[src/rtl/insert0_sched.sv]
// Round-robin scheduler sharing one zero-insertion datapath among N_CH frame sources.
// Optional abort input and ABORT state are enabled by defining INSERT0_SCHED_ABORT_EN.
module insert0_sched #(
  parameter int N_CH      = 4,
  parameter int CW        = 2,
  parameter int MAX_LEN   = 511,
  parameter int BYTE_CYC  = 8,
  parameter int FEED_OFS  = 2,
  parameter int DRAIN_CYC = 24
) (
  input  logic              clk,
  input  logic              rst,
  input  logic [N_CH-1:0]   req,
  input  logic [N_CH*10-1:0] len_i,
`ifdef INSERT0_SCHED_ABORT_EN
  input  logic              abort,
`endif
  output logic [N_CH-1:0]   gnt,
  output logic [N_CH-1:0]   done,
  output logic              err,
  output logic              inr,
  output logic              trastart_flag,
  output logic [9:0]        db,
  output logic              buf_rden,
  output logic [CW-1:0]     buf_ch,
  output logic [8:0]        buf_raddr,
  output logic              busy
);

  localparam int CNT_W = 8;

  typedef enum logic [2:0] {
    S_IDLE   = 3'd0,
    S_CLR    = 3'd1,
    S_REJECT = 3'd2,
    S_START  = 3'd3,
    S_FEED   = 3'd4,
    S_DRAIN  = 3'd5,
`ifdef INSERT0_SCHED_ABORT_EN
    S_DONE   = 3'd6,
    S_ABORT  = 3'd7
`else
    S_DONE   = 3'd6
`endif
  } state_t;

  state_t            state_r, state_c_s, state_n_s;
  logic [CW-1:0]     ch_r, ch_n_s, rr_r, rr_n_s, win_s, idx_s;
  logic [9:0]        len_r, len_n_s;
  logic [9:0]        len_a_s [N_CH];
  logic              bad_r, bad_n_s, found_s;
  logic [CNT_W-1:0]  cnt_r, cnt_n_s;
  logic [8:0]        addr_r, addr_n_s;
  logic [N_CH-1:0]   gnt_r, done_r, gnt_s, done_s, onehot_s;
  logic              err_r, inr_r, tra_r, rden_r, busy_r;
  logic              err_s, inr_s, tra_s, rden_s;
  logic [9:0]        db_r, db_s;

`ifdef INSERT0_SCHED_ABORT_EN
  logic abort_s;
  assign abort_s   = abort && (state_r == S_START || state_r == S_FEED || state_r == S_DRAIN);
  assign state_n_s = abort_s ? S_ABORT : state_c_s;
`else
  assign state_n_s = state_c_s;
`endif

  // Unpack lengths and pick the first requester at or after the round-robin pointer
  always_comb begin
    found_s = 1'b0;
    win_s   = '0;
    idx_s   = '0;
    for (int k = 0; k < N_CH; k++) begin
      len_a_s[k] = len_i[10*k +: 10];
    end
    for (int i = 0; i < N_CH; i++) begin
      idx_s   = CW'((int'(rr_r) + i) % N_CH);
      win_s   = (!found_s && req[idx_s]) ? idx_s : win_s;
      found_s = found_s | req[idx_s];
    end
  end

  // Next-state, counter and address sequencing
  always_comb begin
    state_c_s = state_r;
    ch_n_s    = ch_r;
    rr_n_s    = rr_r;
    len_n_s   = len_r;
    bad_n_s   = bad_r;
    cnt_n_s   = cnt_r;
    addr_n_s  = addr_r;
    case (state_r)
      S_IDLE: begin
        if (found_s) begin
          state_c_s = S_CLR;
          ch_n_s    = win_s;
          rr_n_s    = (win_s == CW'(N_CH - 1)) ? '0 : win_s + CW'(1);
          len_n_s   = len_a_s[win_s];
          bad_n_s   = (len_a_s[win_s] == 10'd0) || (len_a_s[win_s] > 10'(MAX_LEN));
          addr_n_s  = 9'd0;
        end else begin
          state_c_s = S_IDLE;
        end
      end
      S_CLR:   state_c_s = bad_r ? S_REJECT : S_START;
      S_START: begin
        state_c_s = S_FEED;
        cnt_n_s   = CNT_W'(FEED_OFS - 1);
      end
      S_FEED: begin
        if (cnt_r == '0) begin
          if ({1'b0, addr_r} == len_r - 10'd1) begin
            state_c_s = S_DRAIN;
            cnt_n_s   = CNT_W'(DRAIN_CYC - 1);
          end else begin
            addr_n_s = addr_r + 9'd1;
            cnt_n_s  = CNT_W'(BYTE_CYC - 1);
          end
        end else begin
          cnt_n_s = cnt_r - CNT_W'(1);
        end
      end
      S_DRAIN: begin
        if (cnt_r == '0) begin
          state_c_s = S_DONE;
        end else begin
          cnt_n_s = cnt_r - CNT_W'(1);
        end
      end
      S_REJECT, S_DONE: state_c_s = S_IDLE;
      default:          state_c_s = S_IDLE;
    endcase
  end

  // Output values for the state being entered, so every output comes straight from a flop
  always_comb begin
    onehot_s = {{(N_CH-1){1'b0}}, 1'b1} << ch_n_s;
    gnt_s    = '0;
    done_s   = '0;
    err_s    = 1'b0;
    inr_s    = 1'b0;
    tra_s    = 1'b0;
    db_s     = 10'd0;
    rden_s   = 1'b0;
    case (state_n_s)
      S_CLR: begin
        gnt_s = onehot_s;
        inr_s = 1'b1;
        db_s  = len_n_s;
      end
      S_START, S_DRAIN: begin
        gnt_s = onehot_s;
        tra_s = 1'b1;
        db_s  = len_n_s;
      end
      S_FEED: begin
        gnt_s  = onehot_s;
        tra_s  = 1'b1;
        db_s   = len_n_s;
        rden_s = (cnt_n_s == '0);
      end
      S_REJECT: begin
        done_s = onehot_s;
        err_s  = 1'b1;
      end
      S_DONE: done_s = onehot_s;
`ifdef INSERT0_SCHED_ABORT_EN
      S_ABORT: begin
        inr_s  = 1'b1;
        done_s = onehot_s;
        err_s  = 1'b1;
      end
`endif
      default: db_s = 10'd0;
    endcase
  end

  // State and registered outputs; reset discards any frame in flight
  always_ff @(posedge clk or posedge rst) begin
    if (rst) begin
      state_r <= S_IDLE;
      ch_r    <= '0;
      rr_r    <= '0;
      len_r   <= 10'd0;
      bad_r   <= 1'b0;
      cnt_r   <= '0;
      addr_r  <= 9'd0;
      gnt_r   <= '0;
      done_r  <= '0;
      err_r   <= 1'b0;
      inr_r   <= 1'b0;
      tra_r   <= 1'b0;
      db_r    <= 10'd0;
      rden_r  <= 1'b0;
      busy_r  <= 1'b0;
    end else begin
      state_r <= state_n_s;
      ch_r    <= ch_n_s;
      rr_r    <= rr_n_s;
      len_r   <= len_n_s;
      bad_r   <= bad_n_s;
      cnt_r   <= cnt_n_s;
      addr_r  <= addr_n_s;
      gnt_r   <= gnt_s;
      done_r  <= done_s;
      err_r   <= err_s;
      inr_r   <= inr_s;
      tra_r   <= tra_s;
      db_r    <= db_s;
      rden_r  <= rden_s;
      busy_r  <= (state_n_s != S_IDLE);
    end
  end

  assign gnt           = gnt_r;
  assign done          = done_r;
  assign err           = err_r;
  assign inr           = inr_r;
  assign trastart_flag = tra_r;
  assign db            = db_r;
  assign buf_rden      = rden_r;
  assign buf_ch        = ch_r;
  assign buf_raddr     = addr_r;
  assign busy          = busy_r;

endmodule

[config.mk]
export PLATFORM = sky130hd
export DESIGN_NAME = insert0_sched
export DESIGN_NICKNAME = d
export VERILOG_FILES = /design/src/rtl/insert0_sched.sv
export SDC_FILE = /design/constraint.sdc
export NUM_CORES = 1
export LEC_CHECK = 0
export CAP_MARGIN = 0
export CORE_MARGIN = 1.5
export CORE_UTILIZATION = 35
export DETAILED_ROUTE_END_ITERATION = 8
export SLEW_MARGIN = 20
export SYNTH_ARGS = -nofsm -noshare
export SYNTH_HDL_FRONTEND = slang
export SYNTH_SLANG_ARGS = --single-unit
[constraint.sdc]
create_clock -name clk -period 2.4 [get_ports clk]
set_input_delay 0.36 -clock clk [delete_from_list [all_inputs] [get_ports clk]]
set_output_delay 0.36 -clock clk [all_outputs]
set_load 0.05 [all_outputs]
=== Word level (Yosys, flattened, before mapping) ===
Index checks and enable logic that the tools add are counted.

* Multiplexer cells: 41
* Reduce and logical (&&, ||, !) cells: 18
* Eq/ne operators: 15
* Shift-type cells: 1
* Div/mod/pow operators: 0
* $mul: 0
* Bitwise gates (word level): 4
* $lt $le $gt $ge: 6
* Add/subtract/negate cells: 7

{| class="wikitable"
|+ Operator list
! kind !! count
|-
| 2-to-1 mux 10 bit || 5
|-
| 2-to-1 mux 9 bit || 3
|-
| case mux 8 bit (3 select lines) || 1
|-
| binary-select mux 10 bit (select 2 bit) || 1
|-
| case mux 9 bit (2 select lines) || 1
|-
| logical NOT 8 bit || 2
|-
| 2-to-1 mux 8 bit || 2
|-
| == test 3 bit (second input constant) || 5
|-
| case mux 3 bit (5 select lines) || 1
|-
| 2-to-1 mux 2 bit || 7
|-
| less-than comparator 2 x 3 -> 1 bit (second input constant) || 4
|-
| == test 9 x 10 -> 1 bit || 1
|-
| > comparator 10 x 9 -> 1 bit (second input constant) || 1
|-
| logical NOT 10 bit || 1
|-
| 2-to-1 mux 1 bit || 10
|-
| subtractor 10 x 1 -> 10 bit (second input constant) || 1
|-
| adder 9 x 1 -> 9 bit (second input constant) || 1
|-
| == test 3 x 2 -> 1 bit (second input constant) || 3
|-
| 2-to-1 mux 3 bit || 3
|-
| binary-select mux 1 bit (select 2 bit) || 4
|-
| 2-to-1 mux 4 bit || 2
|-
| subtractor 8 x 1 -> 8 bit (second input constant) || 1
|-
| == test 3 x 1 -> 1 bit (second input constant) || 2
|-
| inequality test 2 bit (second input constant) || 3
|-
| other kinds (19) || 27
|}

* Memory bits (writable): 0
* Memories kept: 0
* Bits in registers: 58
* Output and inout port bits: 34
* Word-level logic and storage cells: 107
* ROM bits: 0
* Bits in latches: 0
* Bits of input ports: 46

=== Depth between registers and ports, before layout ===
* Depth in word-level cells: 15
* Depth in mapped cells: 11
* Mapped depth without buffers: 10

=== Worst setup path before layout ===
No wires, ideal clock.

* Kind: register -> register
* Start: reg len_r[0]
* End: reg addr_r[3] (netlist: buf_raddr[3])
* Arrival: 2.250 ns
* Data required time: 2.269 ns
* Library setup time: 0.131 ns
* Cell stages (with the launch flop): 11
* Clock period less this slack: 2.381 ns
* Path buffers: 0
* Path slack: 0.019 ns
* Cell sequence: dfrtp_1 inv_1 ha_1 nor3b_1 a21oi_1 nand4b_1 nor4b_4 a21oi_4 and4_4 xnor2_1 nor2_1

* Word-level cells in the longest chain between the ends: 4

{| class="wikitable"
|+ Ends and longest elaborated chain
! item !! RTL line !! RTL
|-
| from (decl) || 49 || <nowiki>logic [9:0] len_r, len_n_s;</nowiki>
|-
| from (signal assigned) || 199 || <nowiki>len_r <= len_n_s;</nowiki>
|-
| subtractor 10 x 1 -> 10 bit || 111 || <nowiki>if ({1'b0, addr_r} == len_r - 10'd1) begin</nowiki>
|-
| == test 9 x 10 -> 1 bit || 111 ||
|-
| inequality test 2 bit (no line) || -- ||
|-
| AND reduction 4 bit (no line) || -- ||
|-
| to (signal assigned) || 202 || <nowiki>addr_r <= addr_n_s;</nowiki>
|-
| to (decl) || 53 || <nowiki>logic [8:0] addr_r, addr_n_s;</nowiki>
|}

No other way between the ends.
A chain may end at the register's enable or synchronous reset.

=== Final worst setup path ===
Same ends and word-level chain as after synthesis.

==> results.cfg <==
[run_status]
status = complete, no violations

[die]
start_util = 0.3654
rows = 35
die_area_mm2 = 0.01034
io_pins = 80
die_y_um = 101.7
die_w_um = 101.7
core_mm2 = 0.009328

[pwr]
clkPwrFrac = 0.405
ir_drop_uv = 346.2
p_switching_uw = 491.8
p_seq_frac = 0.490
power_density_mw_per_mm2 = 399.9
internal-power_uw = 1503
swShare = 0.2465
p_comb_frac = 0.105
power.leakage_uw = 0.002135
finalPower_uw = 1995

[synth]
synth_ff_type = dfrtp_1
syn_avg_cell_area_um2 = 9.338
synth_nets = 416
ys.warnings.count = 0
seq_area_frac_synth = 0.4258
synth_area_mm2 = 0.003408
synthDistinctLibCells = 57
synth-seq-cells = 58
synth_edf_count = 0
async_flop_share = 1.000
syn_inst = 365

[critical_path]
ff2ff_path_depth = 7
path_class = reg -> reg
cp.required_ns = 2.63
r2r_slack_ns = 0.07
reg2reg_from = len_r[0]
cp-end-kind = register
crit_path_start_kind = register
reg2reg_to = buf_raddr[3]
crit_start = len_r[0]
worst_ep_arrival_time_ns = 2.56
crit_fanout = 5

[final_layout]
final_cell_area_mm2 = 0.004989
final_cell_mix = clkdlybuf4s50_1, dfrtp_1, buf_4
fin_util = 0.5348
layout.cells.non_filler = 619
multi_input_area_mm2 = 0.001921
syn_to_final_growth_pct = 46.37
regArea_mm2 = 0.001451
fillCellCount = 853
layout_commonest_cell = clkdlybuf4s50_1
diodes = 0
finalNetCount = 536
drive_gt1_frac = 0.2245

[placed_design]
port_buffers = 79
placed_area_mm2 = 0.004643
place_inst = 598
hpwl_um = 6615
gp_congestion = 0.8651

[clock_network]
htreeDepth = 3
cts_tree = yes
cts_buffers = 9
cts_sinks = 58
worst_skew_pair.late_latency_ns = 0.34
clockRootBuffer = clkbuf_8
cts_max_path_buffers = 2
clkTransAtPathRegs_ns = 0.07

[route]
dr.pass1.iters = 6
wirelength_um = 9213
routedWlPerCell_um = 14.88
vias = 3116
drt_iter0_drc = 79
ant_nets = 0
routed_via_density = 5.034
drc_errors = 0

[global_routing]
grt_max_degree = 59
antenna_found_initial = 0
grt_pass1_wl_um = 15100
grt_pass1_vias = 3070
overflow = 0
track_usage = 0.1874

[sta]
slew_violations = 0
rsz0062_at_grt = true
setup-violations-final = 0
layout_min_cycle_time_ns = 2.329
period_share = 0.9703
fmax_mhz = 429.4
holdWs_ns = 0.3889
slew_headroom = 0.6397
finalHoldViolations = 0
fin_worst_skew_ns = 0.009353
worst_pin_slew_ns = 0.5388

[flow_run]
maxCapViolCount = 0

[hold_path]
worstHoldPathType = in -> async
[metal layers]
metal | vias to the layer above | GRT usage | part of all wire
met4 | 0 | 0.06303 | 0.012
met5 | - | 0 | 0
met2 | 74 | 0.3164 | 0.50
met3 | 8 | 0.04210 | 0.040
met1 | 1494 | 0.2368 | 0.45
li1 | 1540 | - | -
[stage by stage]
stage / setup TNS (ns) / setup WS [ns]
floorplan: 0 / 0.01913
global placement: -3.304 / -0.2691
detailed placement: -5.906 / -0.4009
CTS: 0 / 0.007031
global route: -0.1811 / -0.03138
finish: 0 / 0.07127
[Yosys cell counts (9+ instances only)]
| master | instances | area (um^2) |
|---|---|---|
| nand3_1 | 11 | 55.05 |
| dfrtp_1 | 58 | 1451 |
| xnor2_1 | 10 | 87.58 |
| o21ai_0 | 26 | 130.1 |
| inv_1 | 14 | 52.55 |
| nand2_1 | 37 | 138.9 |
| nor2b_1 | 18 | 112.6 |
| xor2_1 | 9 | 78.83 |
| clkbuf_1 | 13 | 48.80 |
| nor2_1 | 29 | 108.9 |
| mux2i_1 | 21 | 210.2 |
| a21oi_1 | 9 | 45.04 |
| nor3_1 | 12 | 60.06 |
| mux2_2 | 11 | 123.9 |
[state kept, by name (all words and copies together), names as in the netlist, 2 cells and up, named ones only]
| signal | count |
|---|---|
| state_r | 3 |
| buf_ch | 2 |
| len_r | 10 |
| done | 4 |
| buf_raddr | 9 |
| gnt | 4 |
| db | 10 |
| cnt_r | 8 |
[power groups by stage]
stage / sequential [uW] / combinational (uW) / clock, uW
2_1_floorplan: 996 / 89.9 / 0
3_3_place_gp: 996 / 200 / 0
3_5_place_dp: 996 / 202 / 0
4_1_cts: 977 / 203 / 834
5_1_grt: 976 / 229 / 872
6_report: 977 / 210 / 808
[how the worst max path moves through the flow]
stage	to	slack (ns)	cells past startpoint
after floorplan	buf_raddr[3]	0.02	10
after global placement	db[2]	-0.27	8
after detailed placement	db[2]	-0.40	8
after CTS	buf_raddr[3]	0.007	7
after global routing	buf_rden	-0.03	9
final	buf_raddr[3]	0.07	7
[final cells by class]
cell class / instances / area share
clock buffers: 11 / 0.02834
clock inverters: 5 / 0.006020
inverters: 15 / 0.01129
multi-input cells: 272 / 0.3850
flip-flops and latches: 58 / 0.2909
well taps: 129 / 0.03236
repair buffers: 129 / 0.2461
[logic make-up after synthesis]
group	share of synthesized area
compound gates	0.1267
xor+xnor	0.04883
fa+ha+maj	0.01836
buf+inv	0.04589
flops	0.4258
mux	0.09802
simple gates	0.2364
[critical path: stages (launching register included)]
cell     delay, ns
dfrtp_1       0.42
or4_4         0.58
or4_4         0.44
a32oi_4       0.31
a21oi_4       0.13
and4_4        0.18
xnor2_2       0.11
nor2_1        0.05
[what timing repair did]
item                                    CTS  global route
setup buffers                             2             2
hold buffers                              0             0
gates cloned                              1             1
resized for setup                         6            24
endpoints found under the setup margin    3            13
pin swaps                                 4            14
endpoints found under the hold margin     0             0
No activity file was read; power rests on OpenSTA's default activity.
